$ cat src/rtl/kmi_tx_ctrl.sv
// KMI transmit feeder: queues bytes from the register block and launches one
// Transmit frame per byte, with completion wait, inter-frame gap and timeout.
module kmi_tx_ctrl #(
    parameter int unsigned DEPTH          = 4,
    parameter int unsigned GAP_CYCLES     = 64,
    parameter int unsigned TIMEOUT_CYCLES = 16384
) (
    input  logic                     ref_clk,
    input  logic                     nreset,
    input  logic                     wr_en,
    input  logic [7:0]               wr_data,
    input  logic                     flush,
    input  logic                     err_clr,
    input  logic                     tx_done,
    output logic [7:0]               tx_data,
    output logic                     tx_start,
    output logic                     busy,
    output logic                     fifo_empty,
    output logic                     fifo_full,
    output logic [$clog2(DEPTH):0]   fifo_level,
    output logic                     ovf_err,
    output logic                     tmo_err
);

    localparam int unsigned PW = $clog2(DEPTH);
    localparam int unsigned LW = PW + 1;
    localparam int unsigned TW = $clog2(TIMEOUT_CYCLES) + 1;
    localparam int unsigned GW = $clog2(GAP_CYCLES) + 1;

    typedef enum logic [1:0] {
        IDLE   = 2'd0,
        LAUNCH = 2'd1,
        WAIT   = 2'd2,
        GAP    = 2'd3
    } state_t;

    state_t          state;
    logic [7:0]      mem [DEPTH];
    logic [PW-1:0]   wr_ptr;
    logic [PW-1:0]   rd_ptr;
    logic [TW-1:0]   tmo_cnt;
    logic [GW-1:0]   gap_cnt;
    logic            tx_done_q;

    logic            done_rise;
    logic            pop;
    logic            push;
    logic            ovf_evt;
    logic            tmo_evt;
    logic [LW-1:0]   level_nxt;

    // Queue bookkeeping; a pop in the same cycle frees the slot a full-FIFO write needs.
    always_comb begin
        done_rise = tx_done & ~tx_done_q;
        pop       = (state == IDLE) && !fifo_empty && !flush;
        push      = wr_en && !flush && (!fifo_full || pop);
        ovf_evt   = wr_en && !flush && fifo_full && !pop;
        tmo_evt   = (state == WAIT) && !done_rise && (tmo_cnt == TW'(TIMEOUT_CYCLES - 2));
        level_nxt = fifo_level;
        if (flush) begin
            level_nxt = '0;
        end else begin
            level_nxt = LW'(fifo_level + LW'(push) - LW'(pop));
        end
    end

    always_ff @(posedge ref_clk) begin
        if (push) begin
            mem[wr_ptr] <= wr_data;
        end
    end

    always_ff @(posedge ref_clk or negedge nreset) begin
        if (!nreset) begin
            wr_ptr     <= '0;
            rd_ptr     <= '0;
            fifo_level <= '0;
            fifo_empty <= 1'b1;
            fifo_full  <= 1'b0;
            tx_done_q  <= 1'b0;
            ovf_err    <= 1'b0;
            tmo_err    <= 1'b0;
        end else begin
            tx_done_q  <= tx_done;
            fifo_level <= level_nxt;
            fifo_empty <= (level_nxt == '0);
            fifo_full  <= (level_nxt == LW'(DEPTH));
            if (flush) begin
                wr_ptr <= '0;
                rd_ptr <= '0;
            end else begin
                if (push) wr_ptr <= PW'(wr_ptr + PW'(1));
                if (pop)  rd_ptr <= PW'(rd_ptr + PW'(1));
            end
            // A same-cycle error event beats the clear strobe.
            ovf_err <= ovf_evt | (ovf_err & ~err_clr);
            tmo_err <= tmo_evt | (tmo_err & ~err_clr);
        end
    end

    // Frame sequencing; tx_data only changes on a pop, so it is held through GAP.
    always_ff @(posedge ref_clk or negedge nreset) begin
        if (!nreset) begin
            state    <= IDLE;
            tx_start <= 1'b0;
            busy     <= 1'b0;
            tx_data  <= '0;
            tmo_cnt  <= '0;
            gap_cnt  <= '0;
        end else begin
            tx_start <= 1'b0;
            case (state)
                IDLE: begin
                    if (pop) begin
                        tx_data  <= mem[rd_ptr];
                        tx_start <= 1'b1;
                        busy     <= 1'b1;
                        state    <= LAUNCH;
                    end
                end
                LAUNCH: begin
                    tmo_cnt <= '0;
                    state   <= WAIT;
                end
                WAIT: begin
                    if (done_rise || tmo_evt) begin
                        gap_cnt <= '0;
                        state   <= GAP;
                    end else begin
                        tmo_cnt <= TW'(tmo_cnt + TW'(1));
                    end
                end
                GAP: begin
                    if (gap_cnt == GW'(GAP_CYCLES - 1)) begin
                        busy  <= 1'b0;
                        state <= IDLE;
                    end else begin
                        gap_cnt <= GW'(gap_cnt + GW'(1));
                    end
                end
                default: begin
                    busy  <= 1'b0;
                    state <= IDLE;
                end
            endcase
        end
    end

endmodule
$ cat config.mk
export PLATFORM = sky130hd
export DESIGN_NAME = kmi_tx_ctrl
export DESIGN_NICKNAME = d
export VERILOG_FILES = /design/src/rtl/kmi_tx_ctrl.sv
export SDC_FILE = /design/constraint.sdc
export NUM_CORES = 1
export LEC_CHECK = 0
export CORE_MARGIN = 4
export CORE_UTILIZATION = 45
export CTS_BUF_LIST = sky130_fd_sc_hd__clkbuf_4
export CTS_CLUSTER_SIZE = 28
export DETAILED_ROUTE_END_ITERATION = 10
export PLACE_DENSITY_LB_ADDON = 0.1
export SLEW_MARGIN = 25
export SYNTH_ARGS = -nofsm -noshare
export SYNTH_HDL_FRONTEND = slang
export SYNTH_SLANG_ARGS = --single-unit
$ cat constraint.sdc
create_clock -name ref_clk -period 3.21 [get_ports ref_clk]
set_input_delay 0.8025 -clock ref_clk [delete_from_list [all_inputs] [get_ports ref_clk]]
set_output_delay 0.8025 -clock ref_clk [all_outputs]
set_load 0.05 [all_outputs]
==> results of run 1 <==
per-layer routing:
layer | share of wire | track usage
met1 | 0.47 | 0.214
met2 | 0.47 | 0.249
met3 | 0.046 | 0.0477
met4 | 0.014 | 0.0514
met5 | 0 | 0
cell usage after synthesis, types with 3 or more instances:
cell type   n  area share
o21ai_0    10       0.014
xnor2_1     7       0.017
nand4_1     5      0.0089
and2_1     10       0.018
mux4_2      8       0.051
dfrtp_1    45        0.32
edfxtp_1   32        0.27
nand2_1    15       0.016
mux2i_1     4       0.011
o211ai_1    3      0.0064
nand2b_1    3      0.0053
nor3b_1     3      0.0064
o31ai_1     4      0.0085
inv_1      15       0.016
nor2b_1     6       0.011
nand3_1     9       0.013
mux2_2      9       0.029
ha_1       14       0.050
a22o_1      3      0.0075
clkbuf_1    7      0.0075
nor2_1     14       0.015
and4_1      6       0.015
a21oi_1     3      0.0043
nor3_1      5      0.0071
kinds of logic after synthesis:
kind of cell | share of synthesized area
flops | 0.601
xor+xnor | 0.0224
buf+inv | 0.0271
fa+ha+maj | 0.0556
simple gates | 0.132
compound gates | 0.0655
mux | 0.0958
worst max-delay path, cell delays in order:
cell             delay [ns]
clkdlybuf4s50_1        0.43
nor3b_2                0.20
nand2b_1               0.14
nor3b_2                0.20
inv_1                  0.07
ha_1                   0.27
inv_1                  0.05
ha_1                   0.13
inv_1                  0.05
fa_1                   0.48
nor2_1                 0.05
or2_2                  0.29
nor3_1                 0.14
power by group:
group / switching (mW) / leakage, nW / total [mW] / internal (mW)
Combinational: 0.681 / 0.651 / 1.15 / 0.470
Clock: 0.362 / 0.0591 / 0.529 / 0.166
Sequential: 0.129 / 0.894 / 1.34 / 1.21
state kept, by name, summed over array words and instances, names as in the netlist, 2 cells and up:
name        count
gap_cnt         7
wr_ptr          2
mem            32
state           2
fifo_level      3
tmo_cnt        15
rd_ptr          2
tx_data         8
worst min-delay path by stage:
stage / startpoint / end / slack (ns) / cells past startpoint
detailed placement: gap_cnt[6] / gap_cnt[6] / 0.50 / 1
floorplan: gap_cnt[6] / gap_cnt[6] / 0.46 / 1
CTS: nreset / tx_data[2] / 0.32 / 1
global route: nreset / tx_data[2] / 0.33 / 1
finish: nreset / tx_data[2] / 0.32 / 1
global placement: gap_cnt[6] / gap_cnt[6] / 0.48 / 1
final cells by class:
class	instances	area, µm²
inverter	15	56.3
tap	99	124
fill	622	3330
multi-input combinational	164	1320
timing repair buffer	36	340
clock inverter	7	57.6
sequential	78	2110
clock buffer	9	67.6
metrics by stage:
stage           util  hold slack (ns)  instance area [µm²]  power [mW]  TNS [ns]
6_report       0.550            0.317                 4070        3.02         0
5_1_grt        0.550            0.325                 4070        3.23         0
4_1_cts        0.549            0.320                 4070        3.06         0
3_5_place_dp   0.532            0.497                 3940        2.53    -0.458
3_3_place_gp   0.532            0.483                 3940        2.51    -0.266
2_1_floorplan      -            0.464                 3510        2.16         0
==> out/metrics.yaml, run 1 <==
status: "finished clean"
cts_buffer_depth: 2
fmax_mhz: 341
ir_drop_v: 0.000463
reg2reg_depth: 14
dr_total_vias: 2209
grt_start_max_net_pins: 27
port_buffers: 30
ant_nets: 0
cp-end-kind: "flip-flop"
drc: 0
synth_seq_cells: 78
final_cell_mix: "dfrtp_1 (45), edfxtp_1 (32), clkdlybuf4s50_1 (29)"
clkTransAtPathRegs_ns: 0.14
dp_hpwl_um: 4550
timing.rr.start: "state[0]"
cts_hold_buf: 0
cts_max_level: 3
worstSetupStartpoint: "flush"
fin_crit_ns: 2.94
pwr_density_cell_mw_per_mm2: 741
firstDrtPassIters: 4
path_max_fanout: 2
io_pins: 31
min_path_type: "in2async"
grt_overflow: 0
hold_viol_final: 0
routed_via_density: 5.41
setup_viol: 0
slew_headroom: 0.594
dp_cells: 392
critical_path_class: "in2reg"
tightestPinTransition_ns: 0.609
cts_resized: 0
core_mm2: 0.00741
first_iter_violations: 85
slew_viol_final: 0
cts_tree: "yes"
antenna_cells: 0
syn_to_final_growth_pct: 16.0
syn_area_mm2: 0.00351
synthArstFlopShare: 0.590
grt_pass1_vias: 2201
preCtsSetupSlack_ns: -0.253
wirelength_um: 6390
fp-row-count: 31
place_congestion: 0.787
antenna_found_initial: 0
worstPathArrival_ns: 3.28
syn-num-nets: 295
power_leakage_nw: 1.60
worst_slack_ns: 0.274
synth_edf_count: 32
final_common_cell: "dfrtp_1"
finalClockSkew_ns: 0.0173
postSynthAreaPerCell_um2: 13.2
clock_latency_ns: 0.43
grt_pass1_wl_um: 11000
r2r_slack_ns: 0.30
grt_usage: 0.159
wl_per_cell_um: 15.7
ys_types: 45
final_cells: 408
start_util: 0.474
synth_ff_type: "dfrtp_1"
die_w_um: 96.4
dieArea_mm2: 0.00929
cts_root_buffer: "clkbuf_4"
cts_buffers: 9
cts_sinks: 78
synth_cells: 266
setup.worst_path.start_class: "primary input"
min_period_over_period: 0.915
crit_path_end: "fifo_full"
die-height_um: 96.4
postCtsSetupRepairBufs: 0
maxCapViolCount: 0
yosysSeqAreaShare: 0.601
nets: 333
drive_above_1_share: 0.149
ys_warn_count: 0
cp.required_ns: 3.55
rsz0062_at_grt: "no"
r2r-end: "fifo_full"
Power figures use the tool's default switching activity.
==> inputs of run 2 (changes only) <==
--- a/config.mk
+++ b/config.mk
@@ -15,3 +15,4 @@
 export SYNTH_ARGS = -nofsm -noshare
 export SYNTH_HDL_FRONTEND = slang
 export SYNTH_SLANG_ARGS = --single-unit
+export TNS_END_PERCENT = 100
==> results of run 2 <==
Same layout as run 1: the final DEF is identical, and so are final timing and power.
==> inputs of run 3 (changes only) <==
--- a/config.mk
+++ b/config.mk
@@ -11,7 +11,8 @@
 export CTS_CLUSTER_SIZE = 28
 export DETAILED_ROUTE_END_ITERATION = 10
 export PLACE_DENSITY_LB_ADDON = 0.1
-export SLEW_MARGIN = 25
+export SKIP_CTS_REPAIR_TIMING = 1
+export SLEW_MARGIN = 20
 export SYNTH_ARGS = -nofsm -noshare
 export SYNTH_HDL_FRONTEND = slang
 export SYNTH_SLANG_ARGS = --single-unit
==> results of run 3 <==
Same layout as run 1: the final DEF is identical, and so are final timing and power.
